### config.mk
export PLATFORM = sky130hd
export DESIGN_NAME = alu_arbiter
export DESIGN_NICKNAME = d
export VERILOG_FILES = /design/src/rtl/alu_arbiter.sv
export SDC_FILE = /design/constraint.sdc
export NUM_CORES = 1
export LEC_CHECK = 0
export ABC_AREA = 0
export BUFFER_PORTS_ARGS = -buffer_cell sky130_fd_sc_hd__buf_2
export CELL_PAD_IN_SITES_DETAIL_PLACEMENT = 1
export CELL_PAD_IN_SITES_GLOBAL_PLACEMENT = 2
export CORE_MARGIN = 2
export CORE_UTILIZATION = 22
export DETAILED_ROUTE_END_ITERATION = 16
export PLACE_DENSITY = 0.81
export RECOVER_POWER = 50
export SLEW_MARGIN = 20
export SYNTH_ARGS = -nofsm -noshare
export SYNTH_HDL_FRONTEND = slang
export SYNTH_SLANG_ARGS = --single-unit
### constraint.sdc
create_clock -name clk -period 3 [get_ports clk]
set_input_delay 0.3 -clock clk [delete_from_list [all_inputs] [get_ports clk]]
set_output_delay 0.3 -clock clk [all_outputs]
set_load 0.02 [all_outputs]
### src/rtl/alu_arbiter.sv
// Purpose: round-robin arbiter that lends one shared ALU to two requesters and returns a tagged response.
// Latency: request accepted at edge N, ALU result captured at edge N+1, rsp_valid high from the cycle after N+1.
// Backpressure: new requests are held off (ready=0) until the response is taken; the response holds while rsp_ready=0.
module alu_arbiter #(
  parameter int WIDTH = 32
) (
  input  logic             clk,
  input  logic             rst,
  input  logic             req0_valid,
  input  logic [2:0]       req0_op,
  input  logic [WIDTH-1:0] req0_a,
  input  logic [WIDTH-1:0] req0_b,
  output logic             req0_ready,
  input  logic             req1_valid,
  input  logic [2:0]       req1_op,
  input  logic [WIDTH-1:0] req1_a,
  input  logic [WIDTH-1:0] req1_b,
  output logic             req1_ready,
  output logic [2:0]       alu_op,
  output logic [WIDTH-1:0] alu_a,
  output logic [WIDTH-1:0] alu_b,
  input  logic [WIDTH-1:0] alu_result,
  input  logic             alu_zero,
  input  logic             alu_neg,
  output logic             rsp_valid,
  output logic             rsp_id,
  output logic [WIDTH-1:0] rsp_result,
  output logic             rsp_zero,
  output logic             rsp_neg,
  output logic             rsp_err,
  input  logic             rsp_ready
);

  typedef enum logic [1:0] {
    IDLE = 2'd0,
    EXEC = 2'd1,
    RESP = 2'd2
  } state_t;

  // One requester's operation bundle, muxed as a unit at grant time.
  typedef struct packed {
    logic [2:0]       op;
    logic [WIDTH-1:0] a;
    logic [WIDTH-1:0] b;
  } alu_req_t;

  // The ALU has no implementation for this code; the block answers it itself.
  localparam logic [2:0] OP_ILLEGAL = 3'b111;

  state_t   state;
  logic     last_grant;
  logic     any_req;
  logic     grant_id;
  logic     accept;
  alu_req_t sel_req;

  // Pick the winner: alternate on contention, otherwise take whoever is asking.
  always_comb begin
    any_req  = req0_valid | req1_valid;
    grant_id = (req0_valid && req1_valid) ? ~last_grant : req1_valid;
    accept   = (state == IDLE) && any_req && !rst;
    sel_req  = grant_id ? '{op: req1_op, a: req1_a, b: req1_b}
                        : '{op: req0_op, a: req0_a, b: req0_b};
    req0_ready = accept && !grant_id;
    req1_ready = accept &&  grant_id;
  end

  // Transaction sequencer: latch the granted operation, capture the ALU answer, hold it until taken.
  always_ff @(posedge clk or posedge rst) begin
    if (rst) begin
      state      <= IDLE;
      last_grant <= 1'b1;
      alu_op     <= '0;
      alu_a      <= '0;
      alu_b      <= '0;
      rsp_valid  <= 1'b0;
      rsp_id     <= 1'b0;
      rsp_result <= '0;
      rsp_zero   <= 1'b0;
      rsp_neg    <= 1'b0;
      rsp_err    <= 1'b0;
    end else begin
      case (state)
        IDLE: begin
          if (any_req) begin
            state      <= EXEC;
            last_grant <= grant_id;
            rsp_id     <= grant_id;
            alu_op     <= sel_req.op;
            alu_a      <= sel_req.a;
            alu_b      <= sel_req.b;
          end
        end
        EXEC: begin
          state     <= RESP;
          rsp_valid <= 1'b1;
          if (alu_op == OP_ILLEGAL) begin
            rsp_result <= '0;
            rsp_zero   <= 1'b1;
            rsp_neg    <= 1'b0;
            rsp_err    <= 1'b1;
          end else begin
            rsp_result <= alu_result;
            rsp_zero   <= alu_zero;
            rsp_neg    <= alu_neg;
            rsp_err    <= 1'b0;
          end
        end
        RESP: begin
          if (rsp_ready) begin
            state     <= IDLE;
            rsp_valid <= 1'b0;
          end
        end
        default: begin
          state     <= IDLE;
          rsp_valid <= 1'b0;
        end
      endcase
    end
  end

endmodule

==> impl_metrics.env <==
export IMPL_status="complete, but fails checks"
export IMPL_violations_in_the_final_reports="capacitance limit, slew limit"
export IMPL_clock_buffers_created_by_tritoncts=9
export IMPL_post_cts_resize_count=0
export IMPL_grt_start_max_net_pins=108
export IMPL_drc_errors=0
export IMPL_synth_seq_area_share_pct=57.1
export IMPL_max_clock_freq_ghz=0.429
export IMPL_async_flop_share_pct=100
export IMPL_final_design_area_no_fill_mm2=0.00653
export IMPL_groute_usage_overall_pct=15.3
export IMPL_worst_setup_path_end_kind="primary output"
export IMPL_area_growth_pct=39.3
export IMPL_hold_class="in2reg"
export IMPL_initial_core_util_pct=22.4
export IMPL_synth_seq_cells=107
export IMPL_routed_via_count=4643
export IMPL_first_global_vias=4947
export IMPL_drt_pre_antenna_iters=4
export IMPL_placement_io_buffers=278
export IMPL_clockBufferDepth=2
export IMPL_die_height_um=150
export IMPL_finalNetCount=901
export IMPL_grt_ovfl_total=0
export IMPL_critPathKind="reg2out"
export IMPL_min_period_over_period_pct=77.8
export IMPL_number_of_antenna_violations_at_the_first_check_in_global_routing=1
export IMPL_setup_total_negative_slack_ns=0
export IMPL_power_density_over_the_cells_mw_per_mm2=1130
export IMPL_post_synth_num_cell_types=26
export IMPL_sum_of_net_half_perimeters_after_detailed_placement_um=12000
export IMPL_die_width_um=150
export IMPL_die_area_mm2=0.0225
export IMPL_netSwitchingFraction_pct=45.5
export IMPL_finalSetupViolations=0
export IMPL_clkSlewWorstSetupHoldPaths_ns=0.08
export IMPL_wl_per_cell_um=17.3
export IMPL_skew_ns=0.00724
export IMPL_placeableCoreArea_mm2=0.0210
export IMPL_post_route_util_pct=31.2
export IMPL_switching_power_uw=3350
export IMPL_place_gp_congestion=0.731
export IMPL_synth_cells=475
export IMPL_drtIter0Drc=200
export IMPL_synth_cell_area_mm2=0.00469
export IMPL_cts_num_sinks=107
export IMPL_peakVddDrop_mv=0.365
export IMPL_report_final_hold_viol_count=0
export IMPL_flop_pwr_share_pct=35.2
export IMPL_yosys_most_used_dff="sky130_fd_sc_hd__dfrtp_1"
export IMPL_drv_cap=1
export IMPL_rsz0062_at_grt="false"
export IMPL_p_leak_uw=0.00309
export IMPL_grt_first_pass_wirelength_um=27100
export IMPL_synth_edff_count=0
export IMPL_post_synth_main_area_contributors="sky130_fd_sc_hd__dfrtp_1 (57%), sky130_fd_sc_hd__nand2_1 (11%), sky130_fd_sc_hd__a31oi_1 (7.7%)"
export IMPL_worst_ep_required_time_ns=2.70
export IMPL_timing_critical_path_arrival_ns=2.03
export IMPL_insertion_delay_of_the_later_clocked_pin_in_the_worst_skew_pair_ns=0.35
export IMPL_p_comb_share_pct=47.6
export IMPL_placed_area_mm2=0.00630
export IMPL_postSynthAreaPerCell_um2=9.88
export IMPL_cts_tree="yes"
export IMPL_syn_num_nets=648
export IMPL_routed_via_density=4.60
export IMPL_ioPinCount=279
export IMPL_drtAntennaViolNets=0
export IMPL_total_length_of_routed_wires_um=17500
export IMPL_power_share_clock_pct=17.3
export IMPL_max_slew_margin_pct=-6.46
export IMPL_synth_top_area_share_pct=56.5
export IMPL_finalWorstPathRequiredPeriod_ns=2.33
export IMPL_synth_yosys_warnings=0
export IMPL_yosys_area_top_type="sky130_fd_sc_hd__dfrtp_1"
export IMPL_h_tree_levels=3
export IMPL_hold_ws_ns=0.166
export IMPL_drive_above_1_share_pct=36.4
export IMPL_path_max_fanout=71
export IMPL_internal_portion_of_total_power_uw=4000
export IMPL_startpoint_type="flop"
export IMPL_post_cts_buffers=0
export IMPL_cts_hold_buffers=0
export IMPL_clockRootBuffer="sky130_fd_sc_hd__clkbuf_16"
export IMPL_timing_max_transition_violations_final=108
export IMPL_floorplan_rows=53
export IMPL_worst_slew_pin_transition_ns=1.60
-- synthesized netlist by cell type (4+ instances only) --
cell,n
sky130_fd_sc_hd__a31oi_1,58
sky130_fd_sc_hd__inv_1,4
sky130_fd_sc_hd__buf_2,6
sky130_fd_sc_hd__buf_6,9
sky130_fd_sc_hd__clkbuf_1,27
sky130_fd_sc_hd__dfrtp_1,106
sky130_fd_sc_hd__a31oi_2,10
sky130_fd_sc_hd__nand2_1,136
sky130_fd_sc_hd__a22o_1,34
sky130_fd_sc_hd__a21oi_1,69
-- layer usage --
metal | track usage (%) | share of wire (%) | up-vias
met4 | 3.11 | 0.76 | 0
met1 | 18.4 | 42 | 2268
li1 | - | - | 2192
met3 | 4.27 | 8.0 | 10
met5 | 0 | 0 | -
met2 | 27.2 | 49 | 173
-- critical path, stage by stage, from the launching register on --
cell,delay [ns]
sky130_fd_sc_hd__dfrtp_1,0.45
sky130_fd_sc_hd__nor2_4,0.16
sky130_fd_sc_hd__buf_4,0.66
sky130_fd_sc_hd__and3_1,0.24
sky130_fd_sc_hd__buf_2,0.16
-- final cells by class --
cell class                 instances  area [µm²]
antenna                            1        2.50
clock buffer                      10         239
clock inverter                     6        72.6
fill                            2544       14400
inverter                           5        20.0
multi-input combinational        320        1760
sequential                       107        2680
tap                              275         344
timing repair buffer             285        1420
-- path summary, 6_finish.rpt --
| kind | start | slack [ns] | endpoint | cells after the start |
|---|---|---|---|---|
| setup reg to reg | state[0] | 1.23 | alu_b[10] | 4 |
| min in group asynchronous | rst | 0.49 | alu_op[2] | 3 |
| hold reg to reg | rsp_valid | 0.49 | rsp_valid | 1 |
| setup / recovery | state[0] | 0.67 | req1_ready | 4 |
| hold / removal | alu_result[9] | 0.17 | rsp_result[9] | 2 |
| max in group asynchronous | rst | 1.41 | rsp_zero | 3 |
-- power by group through the flow --
stage               Clock (µW)  Sequential [µW]  Combinational (µW)
floorplan                    0             3390                1570
global placement             0             2570                3610
detailed placement           0             2610                3670
CTS                       1330             2590                3670
global route              1380             2690                3840
finish                    1270             2590                3500
-- per-stage QoR --
stage               instances  power (µW)  setup slack [ns]
floorplan                 475        4960             0.363
global placement          992        6170              1.02
detailed placement        992        6280             0.998
CTS                      1008        7590             0.594
global route             1008        7910             0.507
finish                   1009        7350             0.667
-- cell usage in the layout (no fill, tap or decap), types with 2 or more instances in the layout --
master	netlist	final
sky130_fd_sc_hd__a21oi_1	69	69
sky130_fd_sc_hd__a31oi_2	10	10
sky130_fd_sc_hd__a31oi_1	58	58
sky130_fd_sc_hd__a22o_1	34	34
sky130_fd_sc_hd__clkinv_4	0	2
sky130_fd_sc_hd__clkbuf_1	27	53
sky130_fd_sc_hd__buf_12	0	3
sky130_fd_sc_hd__buf_4	1	3
sky130_fd_sc_hd__nand2_1	136	136
sky130_fd_sc_hd__buf_2	6	225
sky130_fd_sc_hd__clkbuf_16	0	9
sky130_fd_sc_hd__inv_1	4	3
sky130_fd_sc_hd__dfrtp_1	106	106
-- state kept, by name, indices dropped and copies added (netlist names) --
name        flops
rsp_neg         1
alu_a          32
rsp_id          1
rsp_result     32
rsp_zero        1
state           2
alu_b          32
last_grant      1
rsp_valid       1
alu_op          3
rsp_err         1
-- cell families (layout without fill, tap and decap cells) --
kind of cell	after synthesis	in the layout	share of synthesized area [%]
flip-flops	107	107	57.1
buffers and inverters	48	306	5.52
AO/OA/AOI/OAI	177	177	25.4
other	0	1	0
AND/OR/NAND/NOR	143	143	11.9
No activity file was read; power rests on OpenSTA's default activity.
